**src/rtl/opll_bus_writer_pkg.sv**
```systemverilog
// Shared definitions for the OPLL bus writer.
// Holds the FSM state encoding, the per-chip base addresses for I/O-mapped
// and memory-mapped OPLLs, the default post-handshake wait lengths, and the
// command word layout stored in the command FIFO.
package opll_bus_writer_pkg;

   typedef enum logic [2:0] {
      ST_IDLE   = 3'd0,
      ST_ADDR   = 3'd1,
      ST_WAIT_A = 3'd2,
      ST_DATA   = 3'd3,
      ST_WAIT_D = 3'd4
   } state_t;

   // Base addresses carry A0=0; the data port is base+1.
   localparam logic [15:0] IO_BASE_CHIP0  = 16'h007C;
   localparam logic [15:0] IO_BASE_CHIP1  = 16'h007A;
   localparam logic [15:0] MEM_BASE_CHIP0 = 16'h7FF4;
   localparam logic [15:0] MEM_BASE_CHIP1 = 16'h7FF2;

   // Waits in clk cycles with clk = 24 x phiM: 12 phiM and 84 phiM.
   localparam int DEFAULT_ADDR_WAIT = 288;
   localparam int DEFAULT_DATA_WAIT = 2016;

   typedef struct packed {
      logic       chip;
      logic [7:0] reg_idx;
      logic [7:0] data;
   } opll_cmd_t;

   localparam int CMD_W = $bits(opll_cmd_t);

   function automatic logic [15:0] base_addr(input logic memmap, input logic chip);
      if (memmap) return chip ? MEM_BASE_CHIP1 : MEM_BASE_CHIP0;
      return chip ? IO_BASE_CHIP1 : IO_BASE_CHIP0;
   endfunction

endpackage

```
**src/rtl/opll_cmd_fifo.sv**
```systemverilog
// Synchronous show-ahead command FIFO.
// The head entry is presented on rd_data straight from the storage array;
// full/empty are registered flags recomputed from the next occupancy.
// Ports:
//   clk, reset_n  clock and synchronous active-low reset
//   wr_en/wr_data push request and word (ignored while full)
//   rd_en         pop the head entry (ignored while empty)
//   rd_data       current head entry
//   full, empty   registered occupancy flags
module opll_cmd_fifo #(
   parameter int DATA_W     = 17,
   parameter int FIFO_DEPTH = 4
) (
   input  logic              clk,
   input  logic              reset_n,
   input  logic              wr_en,
   input  logic [DATA_W-1:0] wr_data,
   input  logic              rd_en,
   output logic [DATA_W-1:0] rd_data,
   output logic              full,
   output logic              empty
);

   localparam int PTR_W = $clog2(FIFO_DEPTH);

   logic [DATA_W-1:0] mem [FIFO_DEPTH];
   logic [PTR_W-1:0]  wr_ptr;
   logic [PTR_W-1:0]  rd_ptr;
   logic [PTR_W:0]    count;
   logic [PTR_W:0]    count_next;
   logic              push;
   logic              pop;

   assign push = wr_en & ~full;
   assign pop  = rd_en & ~empty;

   assign count_next = count + {{PTR_W{1'b0}}, push} - {{PTR_W{1'b0}}, pop};

   assign rd_data = mem[rd_ptr];

   // Depth is a power of two, so the pointers wrap by natural overflow.
   always_ff @(posedge clk) begin
      if (!reset_n) begin
         wr_ptr <= '0;
         rd_ptr <= '0;
         count  <= '0;
         full   <= 1'b0;
         empty  <= 1'b1;
      end else begin
         if (push) wr_ptr <= wr_ptr + PTR_W'(1);
         if (pop)  rd_ptr <= rd_ptr + PTR_W'(1);
         count <= count_next;
         full  <= (count_next == (PTR_W+1)'(FIFO_DEPTH));
         empty <= (count_next == '0);
      end
   end

   always_ff @(posedge clk) begin
      if (push) mem[wr_ptr] <= wr_data;
   end

endmodule

```
**src/rtl/opll_bus_writer.sv**
```systemverilog
// OPLL (YM2413) register writer for a Z80-style bus.
// Commands (chip, register, value) are queued in a FIFO and each one is
// issued as two bus writes: register index to the address port, then the
// value to the data port, each followed by the idle time the OPLL needs.
// Both chips share one wait timer, so commands never interleave.
// Ports:
//   clk, reset_n                      clock, synchronous active-low reset
//   cmd_valid/cmd_ready               command handshake
//   cmd_chip, cmd_reg, cmd_data       target chip, register index, value
//   busy                              queue non-empty or a write in flight
//   bus_valid/bus_ready               bus transaction handshake
//   bus_memreq, bus_ioreq, bus_write  request qualifiers (0 when idle)
//   bus_address, bus_wdata            bus address and write data
module opll_bus_writer
   import opll_bus_writer_pkg::*;
#(
   parameter int ADDR_WAIT  = DEFAULT_ADDR_WAIT,
   parameter int DATA_WAIT  = DEFAULT_DATA_WAIT,
   parameter bit USE_MEMMAP = 1'b0,
   parameter int FIFO_DEPTH = 4
) (
   input  logic        clk,
   input  logic        reset_n,
   input  logic        cmd_valid,
   output logic        cmd_ready,
   input  logic        cmd_chip,
   input  logic [7:0]  cmd_reg,
   input  logic [7:0]  cmd_data,
   output logic        busy,
   output logic        bus_memreq,
   output logic        bus_ioreq,
   output logic [15:0] bus_address,
   output logic        bus_write,
   output logic        bus_valid,
   input  logic        bus_ready,
   output logic [7:0]  bus_wdata
);

   localparam int MAX_WAIT = (ADDR_WAIT > DATA_WAIT) ? ADDR_WAIT : DATA_WAIT;
   localparam int CNT_W    = $clog2(MAX_WAIT + 1);

   // The counter is loaded on the handshake edge and the phase change
   // happens on the edge where it reads zero, giving exactly N idle cycles.
   localparam logic [CNT_W-1:0] ADDR_LOAD = CNT_W'(ADDR_WAIT - 1);
   localparam logic [CNT_W-1:0] DATA_LOAD = CNT_W'(DATA_WAIT - 1);

   state_t           state;
   logic [CNT_W-1:0] wait_cnt;
   logic             rst_done;
   logic             fifo_full;
   logic             fifo_empty;
   opll_cmd_t        cmd_in;
   opll_cmd_t        fifo_head;
   logic             push;
   logic             pop;
   logic             cmd_chip_q;
   logic [7:0]       cmd_data_q;

   assign cmd_in = '{chip: cmd_chip, reg_idx: cmd_reg, data: cmd_data};

   // rst_done keeps cmd_ready low for as long as reset is held.
   assign cmd_ready = rst_done & ~fifo_full;
   assign push      = cmd_valid & cmd_ready;
   assign pop       = (state == ST_IDLE) & ~fifo_empty;
   assign busy      = ~fifo_empty | (state != ST_IDLE);

   opll_cmd_fifo #(
      .DATA_W     (CMD_W),
      .FIFO_DEPTH (FIFO_DEPTH)
   ) u_fifo (
      .clk     (clk),
      .reset_n (reset_n),
      .wr_en   (push),
      .wr_data (cmd_in),
      .rd_en   (pop),
      .rd_data (fifo_head),
      .full    (fifo_full),
      .empty   (fifo_empty)
   );

   always_ff @(posedge clk) begin
      if (!reset_n) begin
         state       <= ST_IDLE;
         wait_cnt    <= '0;
         rst_done    <= 1'b0;
         bus_valid   <= 1'b0;
         bus_write   <= 1'b0;
         bus_memreq  <= 1'b0;
         bus_ioreq   <= 1'b0;
         bus_address <= 16'h0000;
         bus_wdata   <= 8'h00;
      end else begin
         rst_done <= 1'b1;
         case (state)
            ST_IDLE: begin
               if (!fifo_empty) begin
                  state       <= ST_ADDR;
                  bus_valid   <= 1'b1;
                  bus_write   <= 1'b1;
                  bus_memreq  <= USE_MEMMAP;
                  bus_ioreq   <= !USE_MEMMAP;
                  bus_address <= base_addr(USE_MEMMAP, fifo_head.chip);
                  bus_wdata   <= fifo_head.reg_idx;
               end
            end
            ST_ADDR: begin
               if (bus_ready) begin
                  state      <= ST_WAIT_A;
                  wait_cnt   <= ADDR_LOAD;
                  bus_valid  <= 1'b0;
                  bus_write  <= 1'b0;
                  bus_memreq <= 1'b0;
                  bus_ioreq  <= 1'b0;
               end
            end
            ST_WAIT_A: begin
               if (wait_cnt == '0) begin
                  state       <= ST_DATA;
                  bus_valid   <= 1'b1;
                  bus_write   <= 1'b1;
                  bus_memreq  <= USE_MEMMAP;
                  bus_ioreq   <= !USE_MEMMAP;
                  bus_address <= base_addr(USE_MEMMAP, cmd_chip_q) | 16'h0001;
                  bus_wdata   <= cmd_data_q;
               end else begin
                  wait_cnt <= wait_cnt - CNT_W'(1);
               end
            end
            ST_DATA: begin
               if (bus_ready) begin
                  state      <= ST_WAIT_D;
                  wait_cnt   <= DATA_LOAD;
                  bus_valid  <= 1'b0;
                  bus_write  <= 1'b0;
                  bus_memreq <= 1'b0;
                  bus_ioreq  <= 1'b0;
               end
            end
            ST_WAIT_D: begin
               if (wait_cnt == '0) state <= ST_IDLE;
               else                wait_cnt <= wait_cnt - CNT_W'(1);
            end
            default: state <= ST_IDLE;
         endcase
      end
   end

   // Chip and value of the popped command, needed again for the data phase.
   always_ff @(posedge clk) begin
      if (pop) begin
         cmd_chip_q <= fifo_head.chip;
         cmd_data_q <= fifo_head.data;
      end
   end

endmodule

```
**config.mk**
```make
export PLATFORM = sky130hd
export DESIGN_NAME = opll_bus_writer
export DESIGN_NICKNAME = d
export VERILOG_FILES = /design/src/rtl/opll_bus_writer_pkg.sv /design/src/rtl/opll_cmd_fifo.sv /design/src/rtl/opll_bus_writer.sv
export SDC_FILE = /design/constraint.sdc
export NUM_CORES = 1
export LEC_CHECK = 0
export CAP_MARGIN = 30
export CORE_UTILIZATION = 60
export CTS_BUF_LIST = sky130_fd_sc_hd__clkbuf_16
export DETAILED_ROUTE_END_ITERATION = 16
export PLACE_DENSITY_LB_ADDON = 0.25
export SYNTH_ARGS = -nofsm -noshare
export SYNTH_HDL_FRONTEND = slang
export SYNTH_HIERARCHICAL = 1
export SYNTH_SLANG_ARGS = --single-unit
```
**constraint.sdc**
```tcl
create_clock -name clk -period 9.49 [get_ports clk]
set_input_delay 1.4235 -clock clk [delete_from_list [all_inputs] [get_ports clk]]
set_output_delay 1.4235 -clock clk [all_outputs]
set_load 0.005 [all_outputs]
```
Word level (Yosys, flattened, before mapping):

Memories as Yosys holds them, arrays and structs flattened. A register that Yosys moved wholly into a read port is not among the register bits.
Index checks and enable logic that the tools add are counted.
W data, S select, Z words.

* add/subtract/negate cells: 5
* equal/unequal tests: 12
* muxes and demuxes: 30
* bitwise operators: 8
* reductions and logical operators: 13

Operator list (count)
* $mux W11: 3
* $pmux W11 S3: 1
* $mux W16: 2
* $pmux W16 S2: 1
* $mux W3: 7
* $mux W8: 2
* $pmux W8 S2: 1
* $pmux W3 S5: 1
* $ne A2 B2 Y1 const B: 6
* $logic_not A11 Y1: 1
* $sub A11 B1 Y11 const B: 1
* $reduce_bool A3 Y1: 3
* $mux W1: 8
* $reduce_and A4 Y1: 2
* $eq A3 B2 Y1 const B: 2
* $eq A3 B3 Y1 const B: 2
* $logic_not A3 Y1: 2
* $pmux W1 S3: 2
* $and A1 B1 Y1: 5
* $reduce_and A5 Y1: 1
* $add A2 B1 Y2 const B: 2
* $mux W2: 2
* $reduce_or A2 Y1: 2
* $add A3 B1 Y3: 1
* 7 further kinds: 8

* register bits after elaboration: 59
* memory bits (writable): 68
* bits of input ports: 21
* output and inout port bits: 30
* logic and storage cells: 83
* memories: 1

Memories
* u_fifo.mem: words 4, bits a word 17, read ports 1, clocked after Yosys merged registers in 1, wr ports 1, line opll_cmd_fifo.sv:26 `logic [DATA_W-1:0] mem [FIFO_DEPTH];`

Logic depth before layout (Yosys ltp):

* depth in word-level cells: 7
* gate-level depth with buffers: 10
* mapped depth without buffers: 9

Hierarchy:

Netlist, hierarchy kept.

Modules (own cells, without submodules)
* opll_cmd_fifo: times used 1, cells each 137, area an instance 3001.6 µm², sequential area each 2262.2 µm²
* opll_bus_writer: times used 1, cells each 189, area an instance 1855.5 µm², sequential area each 830.8 µm²

Worst setup path after synthesis:

Ideal clock, no wire load.

* path kind: register to register
* start point: reg state[2]
* end point: reg u_fifo.full
* data arrival time: 3250 ps
* path slack: 6179 ps
* stages on the path, launching flop included: 11
* path buffers: 1
* clock period less this slack: 3311 ps
* cells stage by stage: dfxtp_1 > buf_2 > nor4_1 > nor2b_1 > ha_1 > inv_1 > ha_1 > inv_1 > fa_1 > xnor2_1 > and4b_1

* cells in the longest elaborated chain, start to end: 5

Ends and longest elaborated chain
* start, declared: line opll_bus_writer.sv:47 `state_t state;`
* start signal, assigned: line opll_bus_writer.sv:83 `state <= ST_IDLE;`
* start signal, assigned: line opll_bus_writer.sv:97 `state <= ST_ADDR;`
* start signal, assigned: line opll_bus_writer.sv:108 `state <= ST_WAIT_A;`
* $logic_not A3 Y1: line opll_bus_writer.sv:64 `assign pop = (state == ST_IDLE) & ~fifo_empty;`
* $and A1 B1 Y1: line opll_bus_writer.sv:64
* net pop: line opll_bus_writer.sv:55 `logic pop;`
* $and A1 B1 Y1: line opll_cmd_fifo.sv:35 `assign pop = rd_en & ~empty;`
* net u_fifo.pop: line opll_cmd_fifo.sv:32 `logic pop;`
* $sub A3 B1 Y3: line opll_cmd_fifo.sv:37 `assign count_next = count + {{PTR_W{1'b0}}, push} - {{PTR_W{1'b0}}, pop};`
* $eq A3 B3 Y1: line opll_cmd_fifo.sv:53 `full <= (count_next == (PTR_W+1)'(FIFO_DEPTH));`
* end signal, assigned: line opll_cmd_fifo.sv:53
* end, declared: line opll_cmd_fifo.sv:20 `output logic full,`

The timed path passes the listed nets, and every way through them passes these cells.
A chain may end at the register's enable or synchronous reset.

Worst setup path after layout:

* start point: in cmd_valid
* end point: reg u_fifo.full

* cells in the longest elaborated chain, start to end: 5

Ends and longest elaborated chain
* start, declared: line opll_bus_writer.sv:24 `input logic cmd_valid,`
* $and A1 B1 Y1: line opll_bus_writer.sv:63 `assign push = cmd_valid & cmd_ready;`
* net push: line opll_bus_writer.sv:54 `logic push;`
* $and A1 B1 Y1: line opll_cmd_fifo.sv:34 `assign push = wr_en & ~full;`
* $add A3 B1 Y3: line opll_cmd_fifo.sv:37
* $sub A3 B1 Y3: line opll_cmd_fifo.sv:37
* $eq A3 B3 Y1: line opll_cmd_fifo.sv:53

The timed path passes the listed nets, and every way through them passes these cells.

==> qor.yml <==
cts_tree: "yes"
cts_root_buf: "clkbuf_16"
hold_path_class: "flop to flop"
die_area_sq_um: 8460
num_rows: 32
vias: 2790
via_per_inst: 5.79
relSlewSlack_pct: 38.2
ys_top_cells_by_area: "edfxtp_1, dfxtp_1, mux4_2, mux4_1, buf_4"
placed_area_sq_um: 5240
dieWidth_um: 92.0
synth_seq_cells: 116
slew_violations: 0
clk_latency_ns: 0.40
post_cts_buffers: 0
coreArea_sq_um: 7770
grt_usage_pct: 23.3
ys_seq_area_share_pct: 63.7
syn_inst: 326
cp_max_fo: 7
ant_nets: 0
async_reset_ff_share_pct: 0
ys.flop_type: "edfxtp_1"
insertedDiodeCount: 0
hold_viol: 0
drive_gt1_share_pct: 14.7
status: "complete, no violations"
grt_start_max_net_pins: 29
synth-edff-count: 77
fin_setup_tns_ns: 0
instances_no_fill: 482
synth_adder_area_share_pct: 2.22
dp_cells: 450
place.port_buffers: 40
drt_wl_total_um: 8870
clk_pin_slew_ns: 0.05
period_share_pct: 34.0
wl_per_cell_um: 18.4
antenna_found_initial: 0
synthDominantCellAreaShare_pct: 47.6
nNetsFinal: 396
cts.repair.resized: 0
cts_sinks: 116
synth_xor_area_share_pct: 1.26
numCtsBuffers: 17
syn_area_per_cell_sq_um: 14.9
pre_cts_ws_ns: 5.87
yosysTopAreaCell: "edfxtp_1"
cp.arrival_ns: 3.56
endpoint_kind: "flop"
synth.area.mux_share_pct: 10.7
max_freq_mhz: 310
initial_core_util_pct: 62.5
drc: 0
grt_pass1_wl_um: 14300
skew_ns: 0.00874
routabilityCongestion: 0.871
synth.distinct_cells: 58
syn_area_sq_um: 4860
yosysWarnings: 6
io_pins: 51
synth_top_family_by_area: "multiplexers"
synth-compound-area-share_pct: 6.85
dp_hpwl_um: 5390
timing.final.ws_setup_ns: 6.26
worst_slew_pin_slew_ns: 0.927
finalSetupViolCount: 0
ir_drop_mv: 0.172
cts_buffer_depth: 2
rsz0062_at_grt: "no"
final.min_clock_period_ns: 3.23
drtPass1Iterations: 4
cap_violations: 0
htree_levels: 4
synth-simple-area-share_pct: 9.69
dieHeight_um: 92.0
power_density_nw_per_um2: 290
syn_to_final_growth_pct: 19.4
grt_pass1_vias: 2779
startpoint_type: "primary input"
power_uw: 1680
overflow: 0
synthTopCellsByCount: "edfxtp_1, dfxtp_1, buf_4"
required_ns: 9.82
leakage_uw: 0.00204
path_class: "primary input to flop"
synth.most_common_cell: "edfxtp_1"
stdcell_area_sq_um: 5800
drt-initial-drc-count: 131
cts_hold_buffers: 0
## worst max-delay path: stages
cell	delay, ns
clkdlybuf4s50_1	0.45
and2_1	0.10
nor2b_1	0.44
ha_1	0.24
inv_1	0.05
fa_1	0.38
xnor2_1	0.25
and4b_1	0.23
## routing by layer
layer  global-route usage [%]  up-vias  wire length [um]
met5                        0        -                 0
met4                     8.85        0                66
met3                     6.55        5               481
met2                     36.5       91              4360
met1                     31.0     1371              3970
li1                         -     1323                 -
## cells in the final DEF, fill, tap and decap left out, types with 8 or more instances in the layout
| master | count |
|---|---|
| mux2i_1 | 11 |
| inv_1 | 12 |
| mux4_2 | 10 |
| edfxtp_1 | 77 |
| and2_1 | 14 |
| dfxtp_1 | 39 |
| conb_1 | 10 |
| clkbuf_16 | 17 |
| nand2_1 | 8 |
| clkdlybuf4s50_1 | 40 |
| a211oi_1 | 8 |
| nor2_1 | 15 |
| nor3_1 | 8 |
## final timing paths
kind | startpoint | to | slack (ns) | cells after the start
setup / recovery | cmd_valid | u_fifo/full | 6.26 | 8
hold / removal | bus_address[2] | bus_address[2] | 0.48 | 2
setup reg to reg | state[0] | u_fifo/full | 6.70 | 10
hold reg to reg | bus_address[2] | bus_address[2] | 0.48 | 2
## report_power, final
group,total [uW],switching (uW),internal (uW)
Clock,583,223,360
Combinational,427,217,210
Sequential,673,55.7,617
## sequential cells by signal (all words and copies together) (netlist names), named ones only
name and cells:
state 3, u_fifo/wr_ptr 2, u_fifo/mem 68, bus_address 4, u_fifo/rd_ptr 2, cmd_data_q 8
u_fifo/empty 1, wait_cnt 11, bus_valid 1, cmd_chip_q 1, u_fifo/full 1, u_fifo/count 3
rst_done 1, bus_wdata 8
## per-stage QoR
step	util, %	hold WS (ns)
final	74.6	0.482
after global routing	74.6	0.520
after CTS	74.6	0.490
after detailed placement	67.5	0.482
after global placement	67.3	0.448
after floorplan	-	0.452
## area by class of cell
cell class,count,area [sq um]
Sequential cell,116,3090
Fill cell,474,1970
Multi-Input combinational cell,177,1540
Timing Repair Buffer,44,438
Clock buffer,17,425
Clock inverter,15,133
Tap cell,102,128
Inverter,11,41.3
## kinds of logic after synthesis
kind of cell | count (synthesis)
AO/OA/AOI/OAI | 42
XOR/XNOR | 7
adder cells (fa/ha/maj) | 8
buffers and inverters | 42
flip-flops | 116
multiplexers | 28
other | 1
AND/OR/NAND/NOR | 82
(Power assumes the default switching activity.)
